### src/rtl/lc3_mem_ctrl.sv
`default_nettype none
// ============================================================================
// Module      : lc3_mem_ctrl
// Description : LC3 memory-access controller owning MAR/MDR, with wait states,
//               a mem_ready handshake and an optional ready timeout.
// Revision    : 1.0 - initial release
// ============================================================================
module lc3_mem_ctrl #(
  parameter int DATA_W      = 16,
  parameter int ADDR_W      = 16,
  parameter int WAIT_STATES = 2,
  parameter int TIMEOUT     = 16
) (
  input  logic              clk,
  input  logic              rst_n,
  input  logic              req,
  input  logic              req_we,
  input  logic [ADDR_W-1:0] req_addr,
  input  logic [DATA_W-1:0] req_wdata,
  output logic              req_rdy,
  output logic              done,
  output logic              err,
  output logic [DATA_W-1:0] rdata,
  output logic              mem_en,
  output logic              mem_we,
  output logic [ADDR_W-1:0] mem_addr,
  output logic [DATA_W-1:0] mem_wdata,
  input  logic [DATA_W-1:0] mem_rdata,
  input  logic              mem_ready
);

  localparam int c_WAIT_W = (WAIT_STATES > 0) ? $clog2(WAIT_STATES + 1) : 1;
  localparam int c_TO_W   = (TIMEOUT > 0) ? $clog2(TIMEOUT + 1) : 1;
  localparam logic [c_WAIT_W-1:0] c_WAIT_MAX = c_WAIT_W'(WAIT_STATES);
  localparam logic [c_TO_W-1:0]   c_TO_MAX   = c_TO_W'(TIMEOUT);

  typedef enum logic [1:0] {
    S_IDLE   = 2'd0,
    S_ACCESS = 2'd1,
    S_DONE   = 2'd2
  } state_t;

  state_t              r_state;
  state_t              w_state_nxt;
  logic [ADDR_W-1:0]   r_mar;
  logic [DATA_W-1:0]   r_mdr;
  logic                r_we;
  logic                r_err;
  logic [c_WAIT_W-1:0] r_wait_cnt;
  logic [c_TO_W-1:0]   r_to_cnt;
  logic                w_wait_hit;
  logic                w_to_hit;

  assign w_wait_hit = (r_wait_cnt == c_WAIT_MAX);

  // With TIMEOUT=0 the controller waits for mem_ready indefinitely.
  generate
    if (TIMEOUT > 0) begin : g_timeout
      assign w_to_hit = (r_to_cnt == c_TO_MAX);
    end else begin : g_no_timeout
      assign w_to_hit = 1'b0;
    end
  endgenerate

  always_ff @(posedge clk or negedge rst_n) begin
    if (!rst_n) begin
      r_state <= S_IDLE;
    end else begin
      r_state <= w_state_nxt;
    end
  end

  always_comb begin
    w_state_nxt = r_state;
    req_rdy     = 1'b0;
    mem_en      = 1'b0;
    mem_we      = 1'b0;
    done        = 1'b0;
    err         = 1'b0;
    case (r_state)
      S_IDLE: begin
        req_rdy = 1'b1;
        if (req) begin
          w_state_nxt = S_ACCESS;
        end
      end
      S_ACCESS: begin
        mem_en = 1'b1;
        mem_we = r_we;
        if (w_wait_hit && (mem_ready || w_to_hit)) begin
          w_state_nxt = S_DONE;
        end
      end
      S_DONE: begin
        done        = 1'b1;
        err         = r_err;
        w_state_nxt = S_IDLE;
      end
      default: begin
        w_state_nxt = S_IDLE;
      end
    endcase
  end

  // MAR/MDR/we are only loaded on acceptance and on the ready cycle, so they
  // stay stable for the whole access whatever the requester does.
  always_ff @(posedge clk or negedge rst_n) begin
    if (!rst_n) begin
      r_mar      <= '0;
      r_mdr      <= '0;
      r_we       <= 1'b0;
      r_err      <= 1'b0;
      r_wait_cnt <= '0;
      r_to_cnt   <= '0;
    end else begin
      case (r_state)
        S_IDLE: begin
          if (req) begin
            r_mar      <= req_addr;
            r_we       <= req_we;
            r_err      <= 1'b0;
            r_wait_cnt <= '0;
            r_to_cnt   <= '0;
            if (req_we) begin
              r_mdr <= req_wdata;
            end
          end
        end
        S_ACCESS: begin
          if (!w_wait_hit) begin
            r_wait_cnt <= r_wait_cnt + c_WAIT_W'(1);
          end else if (mem_ready) begin
            r_err <= 1'b0;
            if (!r_we) begin
              r_mdr <= mem_rdata;
            end
          end else if (w_to_hit) begin
            r_err <= 1'b1;
          end else if (r_to_cnt != c_TO_MAX) begin
            r_to_cnt <= r_to_cnt + c_TO_W'(1);
          end
        end
        default: begin
        end
      endcase
    end
  end

  assign rdata     = r_mdr;
  assign mem_addr  = r_mar;
  assign mem_wdata = r_mdr;

endmodule
`default_nettype wire
### config.mk
export PLATFORM = sky130hd
export DESIGN_NAME = lc3_mem_ctrl
export DESIGN_NICKNAME = d
export VERILOG_FILES = /design/src/rtl/lc3_mem_ctrl.sv
export SDC_FILE = /design/constraint.sdc
export NUM_CORES = 1
export LEC_CHECK = 0
export ABC_CLOCK_PERIOD_IN_PS = 1900
export CORE_ASPECT_RATIO = 1.4
export CORE_MARGIN = 2
export CORE_UTILIZATION = 37
export DETAILED_ROUTE_END_ITERATION = 16
export PLACE_DENSITY = 0.83
export SLEW_MARGIN = 5
export SYNTH_ARGS = -nofsm -noshare
export SYNTH_HDL_FRONTEND = slang
export SYNTH_SLANG_ARGS = --single-unit
### constraint.sdc
create_clock -name clk -period 1.9 [get_ports clk]
set_input_delay 0.38 -clock clk [delete_from_list [all_inputs] [get_ports clk]]
set_output_delay 0.38 -clock clk [all_outputs]
set_load 0.05 [all_outputs]
# --- Yosys cells after proc, flatten, opt, wreduce, memory -nomap -nowiden ---
# Index checks and enable logic that the tools add are counted.
# Widths: inputs -> output; s select.
op_classes:
  n_eq_ne: 16
  n_mux: 28
  n_addsub: 2
  reduce_logical: 10
op_table:
  columns: ["op", "n"]
  rows:
  - ["$mux 16", 5]
  - ["$pmux 16 s2", 1]
  - ["$mux 5", 5]
  - ["$ne 2x2->1 const B", 10]
  - ["$reduce_and 6->1", 2]
  - ["$pmux 5 s2", 1]
  - ["$mux 1", 9]
  - ["$mux 2", 4]
  - ["$pmux 2 s2", 2]
  - ["$add 5x1->5 const B", 1]
  - ["$eq 5x5->1 const B", 1]
  - ["$ne 5x5->1 const B", 1]
  - ["$eq 2x2->1 const B", 2]
  - ["$reduce_and 2->1", 2]
  - ["$reduce_and 4->1", 1]
  - ["$ne 3x3->1 const B", 1]
  - ["$reduce_and 3->1", 1]
  - ["$add 2x1->2 const B", 1]
  - ["$eq 2x1->1 const B", 1]
  - ["$logic_not 2->1", 1]
  - ["$pmux 1 s2", 1]
  - ["$reduce_bool 2->1", 1]
  - ["$logic_and 1x1->1", 1]
  - ["$logic_or 1x1->1", 1]
totals:
  out_inout_bits: 53
  ff_bits: 43

# --- Longest topological paths before layout ---
depth:
  word_depth: 6
  depth_mapped: 7
  depth_no_buf: 5

# --- Worst setup path before layout ---
# OpenSTA, ideal clock, no wires.
synth_path:
  path_type: "register to output"
  from: "register r_state[1]"
  to: "output err"
  n_path_buf: 1
  slack_ps: -285
  arrival_ps: 1805
  path_stages_with_launch: 4
  required_ps: 1520
  cell_sequence: "dfrtp_1 -> buf_2 -> nor2b_1 -> and2_1"
synth_between:
  elab_chain_cells: 2
synth_lines:
  columns: ["element", "line_no", "text"]
  rows:
  - ["from (decl)", "43", "state_t r_state;"]
  - ["from (signal assigned)", "69", "r_state <= w_state_nxt;"]
  - ["$eq 2x2->1", "80", "case (r_state)"]
  - ["$mux 1", "80", null]
  - ["to (decl)", "22", "output logic err,"]
# Every way passes these cells.

# --- Worst setup path in the final report ---
layout_path:
  from: "register r_mdr[12] (netlist: mem_wdata[12])"
  to: "output mem_wdata[12]"
layout_rtl:
  columns: ["element", "line_no", "text"]
  rows:
  - ["from (decl)", "46", "logic [DATA_W-1:0] r_mdr;"]
  - ["from (signal assigned)", "125", "r_mdr <= req_wdata;"]
  - ["from (signal assigned)", "135", "r_mdr <= mem_rdata;"]
  - ["to (decl)", "27", "output logic [DATA_W-1:0] mem_wdata,"]
# No word-level cell between the ends.

==> results.sh <==
export IMPL_outcome="finished, final reports clean"
export IMPL_clockBufferDepth=2
export IMPL_rsz0062_at_grt="no"
export IMPL_startpoint_type="flop"
export IMPL_num_antenna_cells=0
export IMPL_met2_usage_pct=28.4
export IMPL_crit_slowest_cell="clkdlybuf4s50_1"
export IMPL_syn_mean_instance_area_um2=12.8
export IMPL_dp_hpwl_um=3950
export IMPL_maxCapViolCount=0
export IMPL_fin_worst_skew_ns=0.00441
export IMPL_die_area_um2=6540
export IMPL_fin_crit_sh_pct=97.0
export IMPL_finalSetupViolCount=0
export IMPL_synthesis_nets=227
export IMPL_worstMarginPinSlew_ns=0.537
export IMPL_vias=1674
export IMPL_hold_viol=0
export IMPL_crit_fanout=3
export IMPL_fin_util_pct=59.1
export IMPL_place_congestion=0.873
export IMPL_grtUsageMet1_pct=18.8
export IMPL_die_h_um=94.9
export IMPL_fmax_mhz=542
export IMPL_dr_pass1_iters=4
export IMPL_hold_buffers=0
export IMPL_clkTransAtPathRegs_ns=0.07
export IMPL_grt_overflow=0
export IMPL_synth_cells=171
export IMPL_clock_latency_ns=0.29
export IMPL_cts_buffers=5
export IMPL_drc=0
export IMPL_design_core_area_um2=5780
export IMPL_rrSetupSlack_ns=0.25
export IMPL_cp_arrival_ns=1.46
export IMPL_synth_edf_count=0
export IMPL_cts_tree="yes"
export IMPL_hp_class="in -> async"
export IMPL_num_io_pins=106
export IMPL_synthFlopType="dfrtp_1"
export IMPL_tns_ns=0
export IMPL_slew_violations=0
export IMPL_vias_per_cell=4.88
export IMPL_cp_required_ns=1.52
export IMPL_gr_max_usage_layer="met2"
export IMPL_clock_sinks=43
export IMPL_nets=328
export IMPL_numPortBuffers=105
export IMPL_synth_warnings=0
export IMPL_slowest_delay_ns=0.82
export IMPL_drtAntennaViolNets=0
export IMPL_use_met3_pct=3.69
export IMPL_crit_chain="clkdlybuf4s50_1"
export IMPL_die_w_um=68.9
export IMPL_critPathTopFamily="buffers and inverters"
export IMPL_max_slew_margin_rel_pct=64.2
export IMPL_rows=33
export IMPL_synth_seq_cells=43
export IMPL_end_kind="primary output"
export IMPL_drive_gt1_share_pct=34.8
export IMPL_grt_pass1_vias=1680
export IMPL_path_class="reg -> out"
export IMPL_fin_crit_ns=1.84
export IMPL_async_reset_ff_share_pct=100
export IMPL_htreeDepth=2
export IMPL_syn2layout_area_growth_pct=56.4
export IMPL_clk_root_buffer_cell="clkbuf_8"
export IMPL_grt_use_total_pct=16.1
export IMPL_grt_pass1_wl_um=7800
export IMPL_wl_per_cell_um=14.8
export IMPL_yosysSeqAreaShare_pct=49.3
export IMPL_drt_initial_drc_count=103
export IMPL_grt_max_degree=44
export IMPL_initial_core_util_pct=37.8
export IMPL_synthesis_area_um2=2180
export IMPL_ys_types=32
export IMPL_crit_buf_inv=1
export IMPL_drt_total_wl_um=5080
export IMPL_antenna_found_initial=0
[path summary, 6_finish.rpt]
kind | start | end | cells after the start
worst max-delay path | mem_wdata[12]$_DFFE_PN0P_ | mem_wdata[12] | 1
worst min-delay path | rst_n | r_to_cnt[1]$_DFFE_PN0P_ | 2
worst max register to register | r_state[0]$_DFFE_PN0P_ | mem_wdata[13]$_DFFE_PN0P_ | 5
worst min register to register | r_wait_cnt[1]$_DFFE_PN0P_ | r_wait_cnt[1]$_DFFE_PN0P_ | 1
max in group asynchronous | rst_n | mem_wdata[11]$_DFFE_PN0P_ | 2
min in group clk | r_wait_cnt[1]$_DFFE_PN0P_ | r_wait_cnt[1]$_DFFE_PN0P_ | 1
[area by class of cell]
type / instances / area [um^2]
Fill cell: 488 / 2360
Clock buffer: 7 / 76.3
Timing Repair Buffer: 117 / 1220
Inverter: 9 / 36.3
Multi-Input combinational cell: 96 / 915
Sequential cell: 43 / 1080
Clock inverter: 1 / 5.00
Tap cell: 70 / 87.6
[state kept, by name, summed over array words and instances (netlist names)]
name        count
mem_wdata      16
r_err           1
mem_addr       16
r_wait_cnt      2
r_we            1
r_to_cnt        5
r_state         2
[cell usage in the layout (no fill, tap or decap), drive strengths merged, types with 2 or more instances in the layout]
cell type / count
nand4b: 2
dfrtp: 43
nor2: 2
mux2: 49
o211ai: 2
and2: 2
o22ai: 2
a21o: 3
o21ai: 4
nand4: 2
clkdlybuf4s50: 70
inv: 9
ha: 3
buf: 33
clkbuf: 7
nand2b: 2
nand3: 3
nor2b: 3
a31oi: 2
a211oi: 4
nor3: 3
dlymetal6s2s: 14
[cell usage after synthesis (2+ instances only)]
| cell type | n | area share [%] |
|---|---|---|
| mux2_2 | 49 | 25 |
| ha_1 | 3 | 1.7 |
| buf_4 | 17 | 5.8 |
| a31oi_1 | 2 | 0.57 |
| and2_1 | 2 | 0.57 |
| a21o_1 | 3 | 1.0 |
| inv_1 | 8 | 1.4 |
| o22ai_1 | 2 | 0.57 |
| nand3_1 | 3 | 0.69 |
| nor2_1 | 2 | 0.34 |
| buf_2 | 4 | 0.92 |
| o21ai_0 | 4 | 0.92 |
| o211ai_1 | 2 | 0.69 |
| nor3_1 | 3 | 0.69 |
| nand4b_1 | 2 | 0.80 |
| buf_6 | 2 | 1.0 |
| dfrtp_1 | 43 | 49 |
| nor2b_1 | 3 | 0.86 |
| nand4_1 | 2 | 0.57 |
| a211oi_1 | 3 | 1.0 |
[timing repair]
| item | 4_1_cts | 5_1_grt |
|---|---|---|
| setup buffers | 0 | 0 |
| setup endpoints to repair | 0 | 16 |
| resized for setup | 0 | 15 |
[through the flow]
stage               std cells  hold slack (ns)  area, um^2  worst slack (ns)
global route              343            0.202        3420           0.00271
floorplan                 171           0.0844        2190          -0.00530
global placement          335            0.466        3300           -0.0330
detailed placement        335            0.486        3300           -0.0544
CTS                       343            0.172        3380           0.00710
finish                    343            0.154        3420            0.0562
[metal layers]
metal / up-vias / part of all wire, %
met5: - / 0
met4: 0 / 1.2
met3: 5 / 6.0
met2: 60 / 58
met1: 816 / 35
li1: 793 / -
[logic make-up (layout without fill, tap and decap cells)]
kind of cell    Yosys count  count (layout)  synth area share (%)
compound gates           19              19                  6.36
fa+ha+maj                 3               3                  1.72
buf+inv                  32             134                  9.34
flops                    43              43                  49.3
mux                      50              50                  26.3
simple gates             24              24                  7.04
Power is left out: the tool's default activity adds up to more than one toggle a clock period on the data nets, which glitch-free logic cannot reach.
